File: config.mk
export PLATFORM = sky130hd
export DESIGN_NAME = po_fpga_job_scheduler
export DESIGN_NICKNAME = d
export VERILOG_FILES = /design/src/rtl/po_fpga_job_scheduler.sv
export SDC_FILE = /design/constraint.sdc
export NUM_CORES = 1
export LEC_CHECK = 0
export ABC_CLOCK_PERIOD_IN_PS = 4390
export CORE_MARGIN = 3
export CORE_UTILIZATION = 36
export DETAILED_ROUTE_END_ITERATION = 8
export PLACE_DENSITY = 0.65
export SLEW_MARGIN = 20
export SYNTH_ARGS = -nofsm -noshare
export SYNTH_HDL_FRONTEND = slang
export SYNTH_SLANG_ARGS = --single-unit
File: constraint.sdc
create_clock -name clk -period 4.39 [get_ports clk]
set_input_delay 0.878 -clock clk [delete_from_list [all_inputs] [get_ports clk]]
set_output_delay 0.878 -clock clk [all_outputs]
set_load 0.005 [all_outputs]
File: src/rtl/po_fpga_job_scheduler.sv
// -----------------------------------------------------------------------------
// po_fpga_job_scheduler
//
// Multi-core job dispatcher for the PO point-generation engine. One go_i
// request starts a batch of num_jobs_i generation runs. Runs are issued
// round-robin to idle cores, one per cycle at most, and completion pulses are
// collected until the whole batch is finished. At that point done pulses once.
//
// Optional feature macro: PO_SCHED_TIMEOUT_EN
//   When it is defined, each core gets a watchdog. A core that stays busy for
//   TIMEOUT_CYCLES is forcibly freed, its job counts as completed and
//   err_timeout is set. When it is undefined, err_timeout is tied low and a
//   hung core stalls the batch.
//
// Ports
//   clk             sole clock, rising edge
//   reset           synchronous, active-high reset
//   go_i            one-cycle batch start, sampled only in IDLE
//   num_jobs_i      batch size, captured together with go_i
//   core_go         one-hot, one-cycle start pulse to a core
//   core_done       one-cycle completion pulse from each core
//   dispatch_valid  high in the cycle a core_go bit is high
//   dispatch_core   index of the core being started
//   dispatch_job    0-based job index being started
//   busy            high in RUN and DONE
//   done            one-cycle pulse at the end of a batch
//   jobs_completed  completions in the current or last batch
//   cycle_count     RUN cycles of the current or last batch, saturating
//   err_spurious    sticky: core_done seen from a core that was not busy
//   err_timeout     sticky: a watchdog fired
// -----------------------------------------------------------------------------
module po_fpga_job_scheduler #(
    parameter int NUM_CORES      = 4,
    parameter int JOB_W          = 8,
    parameter int CNT_W          = 32,
    parameter int TIMEOUT_CYCLES = 65535
) (
    input  logic                 clk,
    input  logic                 reset,
    input  logic                 go_i,
    input  logic [JOB_W-1:0]     num_jobs_i,
    output logic [NUM_CORES-1:0] core_go,
    input  logic [NUM_CORES-1:0] core_done,
    output logic                 dispatch_valid,
    output logic [3:0]           dispatch_core,
    output logic [JOB_W-1:0]     dispatch_job,
    output logic                 busy,
    output logic                 done,
    output logic [JOB_W-1:0]     jobs_completed,
    output logic [CNT_W-1:0]     cycle_count,
    output logic                 err_spurious,
    output logic                 err_timeout
);

    localparam logic [1:0] ST_IDLE = 2'd0;
    localparam logic [1:0] ST_RUN  = 2'd1;
    localparam logic [1:0] ST_DONE = 2'd2;

    logic [1:0]           state;
    logic [1:0]           next_state;
    logic [JOB_W-1:0]     num_jobs;
    logic [JOB_W-1:0]     issued;
    logic [3:0]           rr;
    logic [NUM_CORES-1:0] core_busy;

    logic                 start_batch;
    logic [JOB_W-1:0]     target_jobs;
    logic [JOB_W-1:0]     issued_now;
    logic                 can_issue;
    logic                 found;
    logic [3:0]           pick;
    logic [3:0]           next_rr;
    logic                 do_dispatch;
    logic [NUM_CORES-1:0] go_vec;
    logic [NUM_CORES-1:0] timeout_free;
    logic [NUM_CORES-1:0] valid_done;
    logic [NUM_CORES-1:0] spurious;
    logic [JOB_W-1:0]     done_cnt;
    logic [JOB_W-1:0]     completed_next;

    // The first dispatch is decided in the same cycle go_i is accepted so that
    // core_go appears one cycle after go_i. In that cycle the freshly offered
    // batch size and a zero issue count stand in for the not-yet-loaded
    // registers.
    always_comb begin
        start_batch = (state == ST_IDLE) && go_i;
        target_jobs = start_batch ? num_jobs_i : num_jobs;
        issued_now  = start_batch ? '0 : issued;
        can_issue   = (start_batch || (state == ST_RUN)) && (issued_now < target_jobs);
    end

    // Round-robin search: first idle core at or after rr, wrapping. The search
    // looks at the registered busy bits, so a core freed this cycle cannot be
    // picked until the next one.
    always_comb begin
        int cand;
        found = 1'b0;
        pick  = '0;
        cand  = 0;
        for (int i = 0; i < NUM_CORES; i++) begin
            cand = int'(rr) + i;
            if (cand >= NUM_CORES) begin
                cand = cand - NUM_CORES;
            end
            if (!found && !core_busy[cand]) begin
                found = 1'b1;
                pick  = 4'(cand);
            end
        end
        next_rr     = (int'(pick) == NUM_CORES - 1) ? 4'd0 : pick + 4'd1;
        do_dispatch = can_issue && found;
        go_vec      = '0;
        for (int k = 0; k < NUM_CORES; k++) begin
            go_vec[k] = do_dispatch && (int'(pick) == k);
        end
    end

`ifdef PO_SCHED_TIMEOUT_EN
    localparam int WD_W = (TIMEOUT_CYCLES > 1) ? $clog2(TIMEOUT_CYCLES + 1) : 1;

    logic [WD_W-1:0] wd_count [NUM_CORES];

    // A real completion arriving in the same cycle as the watchdog limit wins,
    // so the job is counted once and no timeout is flagged.
    always_comb begin
        timeout_free = '0;
        for (int k = 0; k < NUM_CORES; k++) begin
            timeout_free[k] = core_busy[k] && !core_done[k] &&
                              (wd_count[k] == WD_W'(TIMEOUT_CYCLES));
        end
    end

    always_ff @(posedge clk) begin
        if (reset) begin
            for (int k = 0; k < NUM_CORES; k++) begin
                wd_count[k] <= '0;
            end
        end else begin
            for (int k = 0; k < NUM_CORES; k++) begin
                if (go_vec[k]) begin
                    wd_count[k] <= '0;
                end else if (core_busy[k] && !valid_done[k]) begin
                    wd_count[k] <= wd_count[k] + WD_W'(1);
                end
            end
        end
    end
`else
    assign timeout_free = '0;
`endif

    // Completion accounting: only cores that are busy may complete; anything
    // else is a protocol error. Several cores may finish in one cycle.
    always_comb begin
        valid_done = (core_done & core_busy) | timeout_free;
        spurious   = core_done & ~core_busy;
        done_cnt   = '0;
        for (int k = 0; k < NUM_CORES; k++) begin
            done_cnt = done_cnt + JOB_W'(valid_done[k]);
        end
        completed_next = jobs_completed + done_cnt;
    end

    // The batch ends in the cycle after the last completion is seen, which is
    // why the RUN exit looks at the post-update completion count.
    always_comb begin
        next_state = state;
        case (state)
            ST_IDLE: if (go_i) next_state = ST_RUN;
            ST_RUN:  if (completed_next == num_jobs) next_state = ST_DONE;
            ST_DONE: next_state = ST_IDLE;
            default: next_state = ST_IDLE;
        endcase
    end

    always_ff @(posedge clk) begin
        if (reset) begin
            state          <= ST_IDLE;
            num_jobs       <= '0;
            issued         <= '0;
            rr             <= '0;
            core_busy      <= '0;
            core_go        <= '0;
            dispatch_valid <= 1'b0;
            dispatch_core  <= '0;
            dispatch_job   <= '0;
            busy           <= 1'b0;
            done           <= 1'b0;
            jobs_completed <= '0;
            cycle_count    <= '0;
            err_spurious   <= 1'b0;
            err_timeout    <= 1'b0;
        end else begin
            state          <= next_state;
            busy           <= (next_state == ST_RUN) || (next_state == ST_DONE);
            done           <= (state == ST_RUN) && (next_state == ST_DONE);
            core_go        <= go_vec;
            dispatch_valid <= do_dispatch;
            core_busy      <= (core_busy & ~valid_done) | go_vec;

            if (do_dispatch) begin
                dispatch_core <= pick;
                dispatch_job  <= issued_now;
                issued        <= issued_now + JOB_W'(1);
                rr            <= next_rr;
            end else if (start_batch) begin
                issued <= '0;
            end

            if (start_batch) begin
                num_jobs       <= num_jobs_i;
                jobs_completed <= '0;
                cycle_count    <= '0;
                err_spurious   <= |spurious;
                err_timeout    <= 1'b0;
            end else begin
                err_spurious <= err_spurious | (|spurious);
                err_timeout  <= err_timeout | (|timeout_free);
                if (state == ST_RUN) begin
                    jobs_completed <= completed_next;
                    if (cycle_count != '1) begin
                        cycle_count <= cycle_count + CNT_W'(1);
                    end
                end
            end
        end
    end

endmodule

* Yosys cells after proc, flatten, opt, wreduce, memory -nomap -nowiden
Cells that the tools add are included.
Word-level totals: output and inout bits 61, bits in registers 86, logic and storage cells 107
Operators by class: $add $sub $neg 14, equality and inequality tests 8, reduce and logical (&&, ||, !) cells 23, mux-type cells 32, order comparisons 9, bitwise operators 7
Operators by type and width (number):
- $lt 32x4->1 const B | 4
- $mux 32 | 4
- $add 32x1->32 const B | 1
- $ne 32x32->1 const B | 1
- $mux 8 | 3
- $mux 4 | 5
- $sub 5x3->6 const B | 3
- $ge 5x3->1 const B | 3
- $mux 1 | 13
- $and 4x4->4 | 3
- $logic_and 1x1->1 | 11
- $add 4x2->5 const B | 2
- $add 8x1->8 const B | 1
- $add 8x4->8 | 1
- $bmux 1 s2 | 4
- $eq 4x3->1 const B | 2
- $eq 8x8->1 | 1
- $lt 8x8->1 | 1
- $not 4->4 | 2
- $add 4x1->5 const B | 1
- $logic_not 1->1 | 5
- $sub 4x3->5 const B | 1
- $add 3x1->4 | 1
- $add 4x1->4 const B | 1
- 16 further kinds | 19

* Longest topological paths before layout
depth in word-level cells 18, depth in mapped cells 16, gate-level depth less buffers 16

* Worst setup path before layout
No wires, ideal clock.
kind input to register, start input port core_done[2], end register busy, required time 4.323 ns, arrival 3.836 ns, slack 0.487 ns, stages on the path 14, path through and2_1 -> fa_1 -> inv_1 -> fa_1 -> inv_1 -> fa_1 -> xor2_1 -> nor4_1 -> nand3_1 -> a211o_1 -> mux2_2 -> nand2b_1 -> ha_1 -> nor2_1
Between the ends: longest elaborated chain between the ends 9, elaborated cells between the ends (all ways) 10
Ends and longest elaborated chain:
- start: declaration | line 43 | input logic [NUM_CORES-1:0] core_done,
- $and 4x4->4 * | line 155 | valid_done = (core_done & core_busy) | timeout_free;
- $add 2x1->3 * | line 159 | done_cnt = done_cnt + JOB_W'(valid_done[k]);
- $add 3x1->4 * | line 159
- $add 8x4->8 * | line 161 | completed_next = jobs_completed + done_cnt;
- net completed_next[1] | line 79 | logic [JOB_W-1:0] completed_next;
- $eq 8x8->1 * | line 170 | ST_RUN: if (completed_next == num_jobs) next_state = ST_DONE;
- $mux 2 * | line 170
- $pmux 2 s2 * | line 168 | case (state)
- $eq 2x1->1 / $eq 2x2->1 (equally long branches) | line 195 | busy <= (next_state == ST_RUN) || (next_state == ST_DONE);
- $logic_or 1x1->1 * | line 195
- end signal: assignment | line 195
- end: declaration | line 47 | output logic busy,
Mark *: on every way through the listed nets, which the timed path passes. The rest lies on a longest branch. A chain may end at the register's enable or synchronous reset.

* Worst setup path after layout
start input port core_done[0], end register busy
Between the ends: longest elaborated chain between the ends 10, elaborated cells between the ends (all ways) 11
Ends and longest elaborated chain (line):
- $and 4x4->4 * | 155
- $add 1x1->2 * | 159
- $add 2x1->3 * | 159
- $add 3x1->4 * | 159
- $add 8x4->8 * | 161
- net completed_next[1] | 79
- $eq 8x8->1 * | 170
- $mux 2 * | 170
- $pmux 2 s2 * | 168
- $eq 2x1->1 / $eq 2x2->1 (equally long branches) | 195
- $logic_or 1x1->1 * | 195
Marked as above.

==> results.md <==
- Status: complete, no violations
- Clk sinks: 86
- Remaining DRCs: 0
- Power Density: 449.3 nW/µm²
- Clk root buf: clkbuf_16
- CTS tree: yes
- Yosys warnings: 0
- Tightest Pin Transition: 0.7412 ns
- Post-synth cell types: 60
- Switch Pwr: 0.9003 mW
- Seq pwr share: 35.5%
- Final wirelength: 11100 µm
- Fin crit share: 95.48%
- Footprint of the multi-input gates: 2790 µm²
- Die height: 120.3 µm
- Setup TNS Final: 0 ns
- Synth Cell Area: 4705 µm²
- Sw frac: 33.64%
- Core area: 12720 µm²
- Number of synthesized flops with an enable pin: 0
- Gate count of the mapped netlist: 526
- Largest net degree at the start of global routing: 41
- Worst R2R Setup Slack: 0.68 ns
- Synthesized Nets: 571
- Final min period: 4.191 ns
- Synth Flop Type: dfxtp_1
- Worst min-delay path class: register to register
- Combinational Power Share: 35.1%
- Max Fclk: 238.6 MHz
- Max stage delay on crit path: 0.50 ns
- CP cell instances: clkdlybuf4s50_1 -> inv_1 -> nor2_1 -> fa_1 -> inv_1 -> fa_1 -> inv_1 -> fa_1 -> xor2_1 -> nor4_2 -> nand3_1 -> a211o_1 -> mux2_2 -> nand2b_1 -> ha_1 -> nor2_1
- Unrepaired setup endpoints after global routing: false
- GR Overflow Total: 0
- Layout Nets: 644
- GRT Total Usage: 15.82%
- Avg Vias per Cell: 5.000
- Seq/Total Area, Yosys: 36.60%
- Critical-path top delay cell: fa_1
- DIE AREA: 14480 µm²
- WHS Endpoint: num_jobs[0]$_SDFF_PP0_
- CP Max Fanout: 2
- Reg2Reg Launch Point: rr[0]$_SDFFE_PP0P_
- Diodes inserted: 0
- Post-CTS setup buffer count: 0
- Clock power share: 29.5%
- Max_cap viols: 0
- Lkg Pwr: 2.256 nW
- Port bufs: 74
- Cell-internal power: 1.776 mW
- Share of layout cells above drive strength 1: 6.788%
- Layout area overhead: 26.60%
- Critical Setup Path Class: primary input to register
- Rows: 41
- Max_slew headroom: 50.48%
- Fill cells: 1233
- Fin Clk Skew: 0.006447 ns
- WHS Path Cells: 2
- Drt wl/cell: 14.31 µm
- H-tree levels: 3
- Iter 0 DRT Violations: 126
- Slew Limit Fails: 0
- First-pass GRT wire length: 18980 µm
- Via count: 3880
- Register Area: 1722 µm²
- CP bufs+invs: 4
- Arrival time worst endpoint: 4.44 ns
- Post-DP HPWL: 8295 µm
- CP top delay family: adder cells
- Clock Tree Buf Depth: 2
- Final hold violation count: 0
- Detail Route Antenna Nets: 0
- Starting Density: 36.98%
- Clk Latency, worst-skew pair: 0.33 ns
- Io pins: 76
- CTS clk-pin slew, worst paths: 0.06 ns
- Async S/R FF share, synth: 0%
- Worst R2R End: rr[2]$_SDFFE_PP0P_
- Startpoint types: primary input
- Max VDD drop: 0.2028 mV
- Post-CTS sizing: 0
- Drt first pass iters: 4
- Setup Viol. Count Final: 0
- R2R depth: 11
- Final design utilization: 46.81%
- Initial antenna violation count: 0
- HP Start: num_jobs[0]$_SDFF_PP0_
- Syn avg cell area: 8.944 µm²
- CP Data Required Time: 4.64 ns
- Crit path capture type: register
- Die width: 120.3 µm
- Routability cong.: 0.8559
- Vias in the first global route: 3943
- Synth Register Bits: 86
- CTS buffer count: 9
- CTS Hold Bufs: 0
[worst max-delay path by stage]
stage | to | startpoint | cells after the start | slack [ns]
finish | busy$_SDFF_PP0_ | core_done[0] | 16 | 0.20
global placement | busy$_SDFF_PP0_ | core_done[0] | 16 | -0.15
global route | busy$_SDFF_PP0_ | core_done[0] | 16 | 0.009
CTS | busy$_SDFF_PP0_ | core_done[0] | 16 | 0.15
floorplan | busy$_SDFF_PP0_ | core_done[2] | 14 | 0.49
detailed placement | busy$_SDFF_PP0_ | core_done[0] | 16 | -0.19
[layout make-up]
cell class	instances	share of cell area, %
Multi-Input combinational cell	393	46.85
Sequential cell	86	28.91
Timing Repair Buffer	83	13.78
Clock buffer	12	4.307
Tap cell	172	3.613
Inverter	26	1.639
Clock inverter	4	0.9034
[layout by cell type, fill, tap and decap left out, types with 7 or more instances in the layout]
cell type / instances
nor2_1: 80
nor3_1: 7
nand2_1: 36
nand4_1: 15
nor2b_1: 12
xor2_1: 35
clkdlybuf4s50_1: 74
clkbuf_16: 9
inv_1: 25
buf_4: 8
a21oi_1: 14
ha_1: 27
o21ai_0: 12
nand3_1: 16
xnor2_1: 27
and3_1: 7
dfxtp_1: 86
mux2i_1: 23
[layer usage]
metal,vias to the layer above,share of wire (%),track usage [%]
li1,1956,-,-
met1,1849,44,19.90
met2,64,50,26.73
met3,11,5.2,5.051
met4,0,0.72,3.329
met5,-,0,0
[through the flow]
stage,power (mW),cell area (µm²),setup slack (ns),hold slack [ns],instances
after floorplan,1.634,4705,0.4872,0.4527,526
after global placement,1.862,5639,-0.1495,0.4793,760
after detailed placement,1.901,5639,-0.1894,0.4802,760
after CTS,2.696,5949,0.1522,0.4931,776
after global routing,2.852,5956,0.009416,0.5181,776
final,2.676,5956,0.1986,0.4884,776
[power by group through the flow]
stage	logic, mW	clock network [mW]	registers [mW]
finish	0.938	0.788	0.950
global route	1.05	0.839	0.965
CTS	0.940	0.805	0.951
detailed placement	0.934	0	0.968
global placement	0.899	0	0.963
floorplan	0.719	0	0.916
[synth_stat cells, drive strengths merged, types with 2 or more instances]
| cell type | count | share of area (%) |
|---|---|---|
| ha | 27 | 7.2 |
| inv | 25 | 2.0 |
| dfxtp | 86 | 37 |
| and3 | 7 | 0.93 |
| a31o | 2 | 0.37 |
| o21ai | 13 | 1.4 |
| buf | 11 | 1.6 |
| mux2i | 23 | 4.9 |
| or2 | 3 | 0.40 |
| a21boi | 2 | 0.32 |
| nand3 | 16 | 1.7 |
| and4 | 4 | 0.74 |
| clkbuf | 10 | 0.80 |
| o211ai | 2 | 0.32 |
| nor2 | 80 | 6.4 |
| nor4 | 4 | 0.80 |
| nor3 | 9 | 1.2 |
| and2 | 5 | 0.66 |
| o311ai | 2 | 0.53 |
| nor2b | 12 | 1.6 |
| xor2 | 35 | 6.5 |
| a21o | 3 | 0.48 |
| xnor2 | 27 | 5.0 |
| mux4 | 4 | 2.0 |
| a31oi | 5 | 0.66 |
| nor3b | 3 | 0.48 |
| nand2 | 36 | 2.9 |
| a32o | 4 | 0.85 |
| o22ai | 2 | 0.27 |
| nand2b | 6 | 0.80 |
| a21oi | 14 | 1.5 |
| nand4 | 15 | 2.0 |
| or3 | 4 | 0.64 |
| a211oi | 5 | 0.80 |
| fa | 3 | 1.3 |
| a211o | 2 | 0.37 |
[worst reg2reg max path: stages, from the launching register on]
cell     delay [ns]
dfxtp_1        0.70
inv_1          0.22
ha_1           0.47
mux4_1         0.63
inv_1          0.14
o21ai_1        0.12
xnor2_1        0.36
or2_2          0.22
inv_1          0.06
ha_1           0.27
or2_2          0.31
a31oi_1        0.15
[logic make-up after synthesis]
group                    share of synthesized area, %
flip-flops                                      36.60
buffers and inverters                           4.468
adder cells (fa/ha/maj)                         8.457
AND/OR/NAND/NOR                                 21.73
XOR/XNOR                                        11.54
multiplexers                                    7.128
other                                         0.07971
AO/OA/AOI/OAI                                   10.00
[flip-flops by register name (all words and copies together), names as in the netlist]
register        cells
dispatch_job        8
state               2
issued              8
rr                  4
core_go             4
num_jobs            8
done                1
cycle_count        32
dispatch_valid      1
busy                1
jobs_completed      8
core_busy           4
dispatch_core       4
err_spurious        1
Power figures use the tool's default switching activity.
==> RTL edit 1: new RTL, same flow settings <==
Set the parameter `JOB_W` to 12 (it was 8).
--- a/src/rtl/po_fpga_job_scheduler.sv
+++ b/src/rtl/po_fpga_job_scheduler.sv
@@ -32,5 +32,5 @@
 module po_fpga_job_scheduler #(
     parameter int NUM_CORES      = 4,
-    parameter int JOB_W          = 8,
+    parameter int JOB_W          = 12,
     parameter int CNT_W          = 32,
     parameter int TIMEOUT_CYCLES = 65535
Ports: changed (resized dispatch_job, jobs_completed and num_jobs_i); port bits go from 76 to 88. The function was not compared with the original's and may differ.
==> RTL edit 1 against the original RTL <==
- final area is 18% higher
- routed wire length is 25% higher
- total power is 5.3% higher
- synthesized area is 19% higher
- die area is 18% higher
- global-route usage is 0.79 points higher
- setup slack better by 0.048 ns
- sequential cell count is 16 higher
- fmax is 1.1% higher
- count of clock-buffer cells in the layout stayed put
- register-to-register slack better by 0.02 ns
- synthesized cell count is 24% higher
- largest cell class unchanged
==> RTL edit 1: results (changes against the original RTL) <==
number of unique standard cell types used by synthesis=65 (+8.3%); met1 WL=6540 um (+32%); Nets=795 (+23%); pwr dens=400 nW/um^2 (-11%); Clock Skew=0.0103 ns (+0.00390 ns); post-synthesis mux area share=6.84% (-0.29 points); Hold Path Sink=dispatch_job[1]; area fraction in compound gates after synthesis=10.1% (+0.14 points); leakage=2.55 nW (+13%); post-synthesis sequential area ratio=36.6% (about the same); R2R cell count=10 (-1); CP arrival=4.42 ns (-0.02 ns); Min Hold Slack=0.498 ns (+0.00919 ns); number of global-route vias before repair=4705 (+19%); status=finished clean; syn_nets=705 (+23%); ratio of cells with drive above 1 in the final layout=6.55% (-0.24 points); routability congestion estimate=0.848 (-0.97%); clock group total power=0.000850 W (+7.9%); synth top area cells=dfxtp_1 37%, xnor2_1 8.3%, nor2_1 7.6%; inverter count=35 (+35%); sequential cell area=2040 sq um (+19%); clk cell area share=4.53% (-0.68 points); Plain + repair buffers=104 (+25%); hpwl dp=10500 um (+26%); clk_lat worst skew=0.35 ns (+0.02 ns); Worst Path Max Fanout=5 (+3); port bufs=86 (+16%); area of the multi-input gates=3300 sq um (+18%); pin count of the biggest net entering global routing=54 (+32%)
RTL edit 1: per-layer routing:
layer	global-route usage (%)	vias to the layer above
li1	-	2424
met1	22.2	2301
met2	26.8	111
met3	3.50	13
met4	5.69	0
met5	0	-
RTL edit 1: cells by family (layout without fill, tap and decap cells):
kind of cell             after synthesis  in the layout
AO/OA/AOI/OAI                         84             84
XOR/XNOR                              68             68
adder cells (fa/ha/maj)               33             33
buffers and inverters                 60            155
flip-flops                           102            102
multiplexers                          33             33
other                                  1              1
AND/OR/NAND/NOR                      272            272
RTL edit 1: worst max-delay path, delay by kind of cell:
family	cells	cell delay (ns)
compound gates	3	0.47
xor+xnor	1	0.25
fa+ha+maj	4	1.44
buf+inv	2	0.58
simple gates	5	0.80
RTL edit 1: stage by stage:
step / setup slack (ns) / power, W
finish: 0.246 / 0.00282
global route: 0.00150 / 0.00300
CTS: 0.284 / 0.00284
detailed placement: -0.0876 / 0.00198
global placement: 0.0928 / 0.00193
floorplan: 0.478 / 0.00171
==> RTL edit 2: new RTL, same settings <==
Without the edit above. Put one more register stage on the output `cycle_count`, with the module's reset. The value now appears one clock later. The other outputs are not delayed to match. Comments in the files are not updated.
--- a/src/rtl/po_fpga_job_scheduler.sv
+++ b/src/rtl/po_fpga_job_scheduler.sv
@@ -57,4 +57,6 @@
     localparam logic [1:0] ST_DONE = 2'd2;
 
+    logic [CNT_W-1:0] cycle_count_s0;
+
     logic [1:0]           state;
     logic [1:0]           next_state;
@@ -188,5 +190,5 @@
             done           <= 1'b0;
             jobs_completed <= '0;
-            cycle_count    <= '0;
+            cycle_count_s0 <= '0;
             err_spurious   <= 1'b0;
             err_timeout    <= 1'b0;
@@ -211,5 +213,5 @@
                 num_jobs       <= num_jobs_i;
                 jobs_completed <= '0;
-                cycle_count    <= '0;
+                cycle_count_s0 <= '0;
                 err_spurious   <= |spurious;
                 err_timeout    <= 1'b0;
@@ -219,6 +221,6 @@
                 if (state == ST_RUN) begin
                     jobs_completed <= completed_next;
-                    if (cycle_count != '1) begin
-                        cycle_count <= cycle_count + CNT_W'(1);
+                    if (cycle_count_s0 != '1) begin
+                        cycle_count_s0 <= cycle_count_s0 + CNT_W'(1);
                     end
                 end
@@ -227,4 +229,12 @@
     end
 
+    always_ff @(posedge clk) begin
+        if (reset) begin
+            cycle_count <= '0;
+        end else begin
+            cycle_count <= cycle_count_s0;
+        end
+    end
+
 endmodule
 
Formal check against the unedited RTL: not equivalent (a bounded check fails within 4 cycles, from zero or initial values and one cycle with reset high).
==> RTL edit 2 against the original RTL <==
- count of clock-buffer cells in the layout is 6 higher
- final area is 18% higher
- synthesized area is 17% higher
- total power is 36% higher
- synthesized cell count is 14% higher
- sequential cell count is 32 higher
- routed wire length is 16% higher
- sequential share of layout area is 4.7 points higher
- combinational power is 9.8% higher
- setup slack better by 0.28 ns
- critical path type unchanged
- critical endpoint unchanged
- largest cell class unchanged
- highest routed layer unchanged
==> RTL edit 2: results (changes against the original RTL) <==
status=finished clean; port bufs=74 (unchanged); Total GRT Usage=15.9% (+0.053 points); clk_lat worst skew=0.42 ns (+0.09 ns); Nets=719 (+12%); number of unique standard cell types used by synthesis=57 (-5.0%); area fraction in compound gates after synthesis=9.97% (-0.032 points); Min Hold Slack=0.488 ns (-0.0000820 ns); initial antenna violation count=0 (unchanged); clock power share=37.8% (+8.3 points); Tcrit/Tclk final=89.1% (-6.4 points); DP Cell Count=839 (+10%); filler cell count=1384 (+12%); synth top area cells=dfxtp_1 43%, ha_1 6.1%, nor2_1 5.6%; router iterations before antenna repair=5 (+1); Post-CTS Setup Bufs=0 (unchanged); post-synthesis mux area share=6.40% (-0.72 points); post-synthesis sequential area ratio=42.9% (+6.3 points); Setup WS pre-CTS=0.0846 ns (+0.274 ns); routability congestion estimate=0.861 (+0.55%); YS warnings=0 (unchanged); hpwl dp=9170 um (+11%); Post-Synth XOR/XNOR Area=8.42% (-3.1 points); Worst Path Max Fanout=3 (+1); ratio of cells with drive above 1 in the final layout=7.00% (+0.21 points); Clock Skew=0.0158 ns (+0.00933 ns); H-tree levels=4 (+1); synth cell count leaders=118 x dfxtp_1, 82 x nor2_1, 39 x nor2b_1; detailed-route wire length=12800 um (+16%); sequential share of power=33.9% (-1.6 points); Post-CTS Hold Fix Bufs=0 (unchanged); CTS Buffer Depth=2 (unchanged); TritonCTS Buffers=17 (+8); switch share=31.2% (-2.4 points); DRT iter0 DRCs=340 (+170%); worst flop-to-flop path startpoint=rr[1]; reg-to-reg endpoint=rr[0]; via count=4384 (+13%); Post-DP Area=6450 sq um (+14%); Worst-Margin Slew=0.781 ns (+0.0400 ns); Synth Area in Adders=7.22% (-1.2 points); Final Util=47.7% (+0.86 points); syn_nets=645 (+13%); fraction of registers with async set/reset=0% (unchanged); vias per std cell=5.04 (+0.78%); pin count of the biggest net entering global routing=41 (unchanged); first-pass GRT wire length=21200 um (+12%); syn avg cell area=9.18 sq um (+2.7%); n_diodes=0 (unchanged); Worst R2R Setup Slack=0.85 ns (+0.17 ns); CP arrival=4.26 ns (-0.18 ns); Hold Path Sink=cycle_count[15]; clock group total power=0.00138 W (+75%); leakage=2.69 nW (+19%); Peak VDD IR=0.270 mV (+33%); HP Start=cycle_count_s0[15]; Hold Path Stages=2 (unchanged)
==> RTL edit 2: changes by cell type after synthesis, moves of 8 or more <==
cell      delta
dfxtp_1     +32
nor2b_1     +27
clkbuf_1    +10
xor2_1       -9
or3_1        +8
==> RTL edit 2: cell families (layout without fill, tap and decap cells) <==
family / count (synthesis) / after routing
compound gates: 81 / 81
fa+ha+maj: 30 / 30
flops: 118 / 118
other cells: 1 / 1
buf+inv: 55 / 141
simple gates: 232 / 232
mux: 30 / 30
xor+xnor: 53 / 53
==> RTL edit 2: area by class of cell <==
type                    count  area share, %
multi-input cells         427           41.7
clock buffers              18           6.10
flip-flops and latches    118           33.6
repair buffers             81           11.6
well taps                 184           3.27
inverters                  29           1.55
clock inverters            13           2.24
==> RTL edit 2: worst max-delay path by stage <==
stage | startpoint | endpoint | cells past startpoint
4_1_cts | core_done[0] | busy | 13
6_report | core_done[0] | busy | 13
3_3_place_gp | core_done[0] | busy | 14
2_1_floorplan | go_i | dispatch_core[0] | 13
3_5_place_dp | core_done[0] | busy | 13
5_1_grt | core_done[0] | busy | 15
==> RTL edit 2: per-layer routing <==
| layer | up-vias | part of all wire [%] | global-route usage [%] |
|---|---|---|---|
| met5 | - | 0 | 0 |
| met2 | 101 | 50 | 26.8 |
| met3 | 14 | 4.0 | 4.54 |
| met1 | 2072 | 45 | 19.6 |
| met4 | 0 | 1.2 | 5.26 |
| li1 | 2197 | - | - |
==> RTL edit 2: critical path: stages <==
cell and delay [ns]:
clkdlybuf4s50_1 0.47, and2_1 0.18, fa_1 0.50, inv_1 0.05
fa_1 0.44, inv_1 0.08, fa_1 0.44, xnor2_1 0.17
nand3_1 0.09, nor4_1 0.35, a311o_1 0.28, ha_1 0.24
nor2_1 0.09
